==> src/rtl/mul_product_accumulator_if.sv <==
// Handshake bundle between the multiplier product bus, the product
// accumulator and its result consumer.
//   prod_in/in_valid/in_ready       : product input handshake
//   acc_out/cnt_out/ovf             : running / finished block result
//   out_valid/out_ready             : finished-block output handshake
// modport slave  : the accumulator side
// modport master : the producer/consumer side driving it
interface mul_product_accumulator_if #(
  parameter int ACC_W = 16,
  parameter int CNT_W = 8
);
  logic [7:0]       prod_in;
  logic             in_valid;
  logic             in_ready;
  logic [ACC_W-1:0] acc_out;
  logic [CNT_W-1:0] cnt_out;
  logic             ovf;
  logic             out_valid;
  logic             out_ready;

  modport master (
    output prod_in, in_valid, out_ready,
    input  in_ready, acc_out, cnt_out, ovf, out_valid
  );

  modport slave (
    input  prod_in, in_valid, out_ready,
    output in_ready, acc_out, cnt_out, ovf, out_valid
  );
endinterface

==> src/rtl/mul_product_accumulator.sv <==
// mul_product_accumulator
//   Sums BLOCK_LEN unsigned 8-bit products into an ACC_W-bit accumulator and
//   presents the finished sum (with sticky overflow flag) until consumed.
// Ports:
//   clk      : clock, rising edge
//   rst_n    : synchronous active-low reset
//   ena      : design enable; low freezes all state except acc_clr
//   acc_clr  : synchronous clear of sum, count, flags and FSM
//   bus      : mul_product_accumulator_if.slave (product in / result out)
// Build option:
//   ACC_SATURATE_EN defined -> on carry-out acc sticks at all-ones
//   ACC_SATURATE_EN undefined -> acc wraps to its low ACC_W bits
module mul_product_accumulator #(
  parameter int ACC_W     = 16,
  parameter int CNT_W     = 8,
  parameter int BLOCK_LEN = 4
) (
  input  logic                        clk,
  input  logic                        rst_n,
  input  logic                        ena,
  input  logic                        acc_clr,
  mul_product_accumulator_if.slave    bus
);

  typedef enum logic [1:0] {IDLE, ACCUM, HOLD} state_t;

  state_t           state, state_nxt;
  logic [ACC_W-1:0] acc, acc_nxt;
  logic [CNT_W-1:0] cnt, cnt_nxt;
  logic             ovf, ovf_nxt;

  logic             in_ready;
  logic             accept;
  logic             last;
  logic [ACC_W:0]   sum;

  // in_ready depends only on state, ena and acc_clr, never on in_valid
  assign in_ready = ena & (state != HOLD) & ~acc_clr;
  assign accept   = bus.in_valid & in_ready;
  assign last     = (cnt == CNT_W'(BLOCK_LEN - 1));
  // one extra bit captures the carry-out for the overflow flag
  assign sum      = {1'b0, acc} + {{(ACC_W - 7){1'b0}}, bus.prod_in};

  always_ff @(posedge clk) begin
    if (!rst_n) begin
      state <= IDLE;
      acc   <= '0;
      cnt   <= '0;
      ovf   <= 1'b0;
    end else begin
      state <= state_nxt;
      acc   <= acc_nxt;
      cnt   <= cnt_nxt;
      ovf   <= ovf_nxt;
    end
  end

  always_comb begin
    state_nxt = state;
    acc_nxt   = acc;
    cnt_nxt   = cnt;
    ovf_nxt   = ovf;
    if (acc_clr) begin
      state_nxt = IDLE;
      acc_nxt   = '0;
      cnt_nxt   = '0;
      ovf_nxt   = 1'b0;
    end else if (state == HOLD) begin
      if (ena && bus.out_ready) begin
        state_nxt = IDLE;
        acc_nxt   = '0;
        cnt_nxt   = '0;
        ovf_nxt   = 1'b0;
      end
    end else if (accept) begin
      cnt_nxt = cnt + 1'b1;
      if (sum[ACC_W]) begin
        ovf_nxt = 1'b1;
`ifdef ACC_SATURATE_EN
        acc_nxt = '1;
`else
        acc_nxt = sum[ACC_W-1:0];
`endif
      end else begin
        acc_nxt = sum[ACC_W-1:0];
      end
      // BLOCK_LEN==1 makes 'last' true from IDLE, going straight to HOLD
      state_nxt = last ? HOLD : ACCUM;
    end
  end

  assign bus.in_ready  = in_ready;
  assign bus.out_valid = (state == HOLD);
  assign bus.acc_out   = acc;
  assign bus.cnt_out   = cnt;
  assign bus.ovf       = ovf;

endmodule
==> src/flat_wrapper.sv <==
// flat-port wrapper written by rule: the top's interface ports become plain ports
module mul_product_accumulator_flat 
#(
  parameter int ACC_W     = 16,
  parameter int CNT_W     = 8,
  parameter int BLOCK_LEN = 4
)
  (clk, rst_n, ena, acc_clr, bus_prod_in, bus_in_valid, bus_out_ready, bus_in_ready, bus_acc_out, bus_cnt_out, bus_ovf, bus_out_valid);
  mul_product_accumulator_if #(.ACC_W(ACC_W), .CNT_W(CNT_W)) bus_i ();
  input  logic clk;
  input  logic rst_n;
  input  logic ena;
  input  logic acc_clr;
  input wire logic [$bits(bus_i.prod_in)-1:0] bus_prod_in;
  input wire logic [$bits(bus_i.in_valid)-1:0] bus_in_valid;
  input wire logic [$bits(bus_i.out_ready)-1:0] bus_out_ready;
  output wire logic [$bits(bus_i.in_ready)-1:0] bus_in_ready;
  output wire logic [$bits(bus_i.acc_out)-1:0] bus_acc_out;
  output wire logic [$bits(bus_i.cnt_out)-1:0] bus_cnt_out;
  output wire logic [$bits(bus_i.ovf)-1:0] bus_ovf;
  output wire logic [$bits(bus_i.out_valid)-1:0] bus_out_valid;
  assign bus_i.prod_in = bus_prod_in;
  assign bus_i.in_valid = bus_in_valid;
  assign bus_i.out_ready = bus_out_ready;
  assign bus_in_ready = bus_i.in_ready;
  assign bus_acc_out = bus_i.acc_out;
  assign bus_cnt_out = bus_i.cnt_out;
  assign bus_ovf = bus_i.ovf;
  assign bus_out_valid = bus_i.out_valid;
  mul_product_accumulator #(.ACC_W(ACC_W), .CNT_W(CNT_W), .BLOCK_LEN(BLOCK_LEN)) u_core (.clk(clk), .rst_n(rst_n), .ena(ena), .acc_clr(acc_clr), .bus(bus_i));
endmodule
==> config.mk <==
export PLATFORM = sky130hd
export DESIGN_NAME = mul_product_accumulator_flat
export DESIGN_NICKNAME = d
export VERILOG_FILES = /design/src/rtl/mul_product_accumulator_if.sv /design/src/rtl/mul_product_accumulator.sv /design/src/flat_wrapper.sv
export SDC_FILE = /design/constraint.sdc
export NUM_CORES = 1
export LEC_CHECK = 0
export CORE_AREA = 10 10 54 99
export CTS_CLUSTER_DIAMETER = 80
export CTS_CLUSTER_SIZE = 8
export DETAILED_ROUTE_END_ITERATION = 8
export DIE_AREA = 0 0 64 109
export PLACE_DENSITY = 0.79
export SYNTH_ARGS = -nofsm -noshare
export SYNTH_HDL_FRONTEND = slang
export SYNTH_SLANG_ARGS = --single-unit
==> constraint.sdc <==
create_clock -name clk -period 2.1 [get_ports clk]
set_input_delay 0.42 -clock clk [delete_from_list [all_inputs] [get_ports clk]]
set_output_delay 0.42 -clock clk [all_outputs]
set_load 0.01 [all_outputs]
==> metrics.csv <==
metric,value,unit
WL per Instance,14.8,um
Most used DFF post-synth,dfxtp_1,
largest family of logic cells by synthesized area,simple AND/OR/NAND/NOR gates,
Post-Synth XOR/XNOR Area,4.39,%
Power Density,407,mW/mm^2
Placed Instances,310,
Worst path depth,7,
setup TNS,0,ns
required time of the worst setup path,2.32,ns
post-route ant nets,0,
Crit Path Class,in2reg,
Critical Path Max Stage Delay,0.51,ns
"Seq/Total Area, Yosys",33.9,%
Non-Filler Instances,318,
HP Class,reg2reg,
Final Hold Vio Count,0,
core area,0.00380,sq mm
die area,0.00698,sq mm
CTS H-tree depth,1,
largest net degree at the start of global routing,16,
FP Rows,32,
net count after synthesis,216,
Filler Cell Count,308,
CTS sink cnt,27,
Port-buffer cells,40,
max_cap viols,0,
RD Place Congestion,0.872,
yosys warns,0,
Final Slew Violations,0,
All-Layer GR Usage,13.2,%
Synth Area in Compound Gates,20.3,%
CP endpoint kind,flip-flop,
Worst setup SP type,input pin,
"Distinct cells, synth",47,
#FFs+latches synth,27,
Reg area,542,sq um
Worst slew margin,76.9,%
"Clk Latency, worst-skew pair",0.28,ns
clock root buffer,clkbuf_8,
Cells after Synth,192,
area grow syn2layout,53.2,%
first-pass GRT wire length,7560,um
CTS Buf Count,3,
worst path bufs/invs,1,
antenna violations before repair,0,
vias per cell,5.39,
Worst path slowest cell,or4_4,
CTS Buffer Depth,2,
Nets,292,
"most common cell after layout, fill and taps aside",buf_4,
worst ir drop on vdd,349,uV
Fmax,487,MHz
worst hold path cell count,2,
Post-Syn Area per Cell,8.31,sq um
DR iter-0 viols,63,
Final Core Density,64.2,%
multi-input logic area,0.00107,sq mm
grt total ovfl,0,
vias in the first global route,1710,
total power,994,uW
crit path cell chain,clkdlybuf4s50_1 -> ha_4 -> o21a_1 -> nand3_1 -> and3_4 -> or4_4 -> a21oi_2,
ant diodes,0,
Leak Pwr,0.982,nW
outcome,"complete, no violations",
post-synthesis mux area share,0.627,%
clock skew,0.00733,ns
Worst Tran Pin Value,0.345,ns
Simple-Gate Fraction of Synth Area,28.3,%
Final HPWL DP,3600,um
"commonest cells after routing, fill and taps aside","37 x buf_4, 33 x clkdlybuf4s50_1, 26 x dfxtp_1",
Synth Area in Adders,8.31,%
CP arrival,2.28,ns
Final Cycle Share,97.7,%
"Hold-fix buffers, CTS",0,
endpoints failing setup,0,
Die Width,64,um
Initial Util,41.9,%
drt drc,0,
worst reg2reg setup slack,0.11,ns
Post-synth EDFFs,0,
CTS tree,done,
"Cell Area, Synth",0.00160,sq mm
final WL,4700,um
clock period minus worst slack,2.05,ns
Top delay family on crit path,simple AND/OR/NAND/NOR gates,
share of cells above drive strength 1,24.7,%
"CTS clk-pin slew, worst paths",0.10,ns
number of cells on the worst reg-to-reg path,9,
crit-path max FO,6,
async set-reset flop share out of synthesis,0,%
Via Count,1714,
io pins,41,
TritonRoute pass-1 iters,4,
Die Y-Extent,109,um
-- flip-flops by register name, summed over array words and instances, names as in the netlist --
signal	cells
u_core.bus.ovf	1
u_core.state	2
u_core.bus.cnt_out	8
u_core.bus.acc_out	16
-- where the power goes --
| group | switching [mW] | internal [mW] |
|---|---|---|
| Clock | 0.178 | 0.133 |
| Sequential | 0.00347 | 0.515 |
| Combinational | 0.0745 | 0.0889 |
-- layout make-up --
cell class	instances	area share [%]
sequential	27	22.2
tap	51	2.61
clock buffer	3	1.69
multi-input combinational	150	43.6
inverter	8	1.23
clock inverter	1	0.205
timing repair buffer	78	28.5
-- cell usage after synthesis, types with 2 or more instances --
| cell | number | area [sq um] |
|---|---|---|
| a211o_1 | 2 | 17.5 |
| a211oi_1 | 2 | 15.0 |
| a21oi_1 | 15 | 75.1 |
| a31oi_1 | 3 | 18.8 |
| and2_1 | 4 | 25.0 |
| and3_1 | 5 | 31.3 |
| buf_2 | 2 | 10.0 |
| clkbuf_1 | 4 | 15.0 |
| dfxtp_1 | 27 | 541 |
| ha_1 | 9 | 113 |
| inv_1 | 8 | 30.0 |
| nand2_1 | 18 | 67.6 |
| nand3_1 | 11 | 55.1 |
| nand4_1 | 4 | 25.0 |
| nor2_1 | 19 | 71.3 |
| nor2b_1 | 2 | 12.5 |
| nor3_1 | 5 | 25.0 |
| o21a_1 | 3 | 22.5 |
| o21ai_0 | 9 | 45.0 |
| o31ai_1 | 2 | 15.0 |
| or3_1 | 4 | 25.0 |
| or4_1 | 3 | 22.5 |
| xor2_1 | 7 | 61.3 |
-- layer usage --
layer | GRT usage, % | vias up | part of all wire [%]
li1 | - | 845 | -
met2 | 25.0 | 48 | 55
met5 | 0 | - | 0
met3 | 2.16 | 10 | 3.6
met1 | 12.9 | 811 | 39
met4 | 7.55 | 0 | 2.9
-- tightest hold or removal path: cells and delay by family, from the launching register on --
family | cells | cell delay, ns
compound gates | 1 | 0.05
flops | 1 | 0.34
simple gates | 1 | 0.06
-- cells by family (layout without fill, tap and decap cells) --
family / count (synthesis) / after routing
AOI/OAI and AO/OA: 46 / 46
xor gates and xnor gates: 8 / 8
adders and majority gates: 10 / 10
buffers and inverters: 15 / 90
DFF: 27 / 27
muxes: 1 / 1
and+or+nand+nor: 85 / 85
-- per-stage QoR --
step	setup WS (ns)	hold WS [ns]	instance area, sq um
after floorplan	0.0463	0.450	1600
after global placement	-0.485	0.464	2280
after detailed placement	-0.533	0.475	2280
after CTS	0.00412	0.485	2380
after global routing	-0.0156	0.533	2440
final	0.0473	0.485	2440
-- final timing paths --
check	start	end
worst max register to register	u_core.bus.acc_out[0]	u_core.bus.acc_out[12]
worst min-delay path	u_core.state[1]	u_core.state[1]
worst max-delay path	bus_prod_in[3]	u_core.bus.acc_out[13]
worst min register to register	u_core.state[1]	u_core.state[1]
-- repair_timing --
| item | CTS | global route |
|---|---|---|
| endpoints found under the hold margin | 0 | 0 |
| endpoints found under the setup margin | 14 | 12 |
| setup buffers | 3 | 1 |
| gates resized for setup | 13 | 15 |
| pin swaps | 11 | 10 |
No activity file was read; power rests on OpenSTA's default activity.
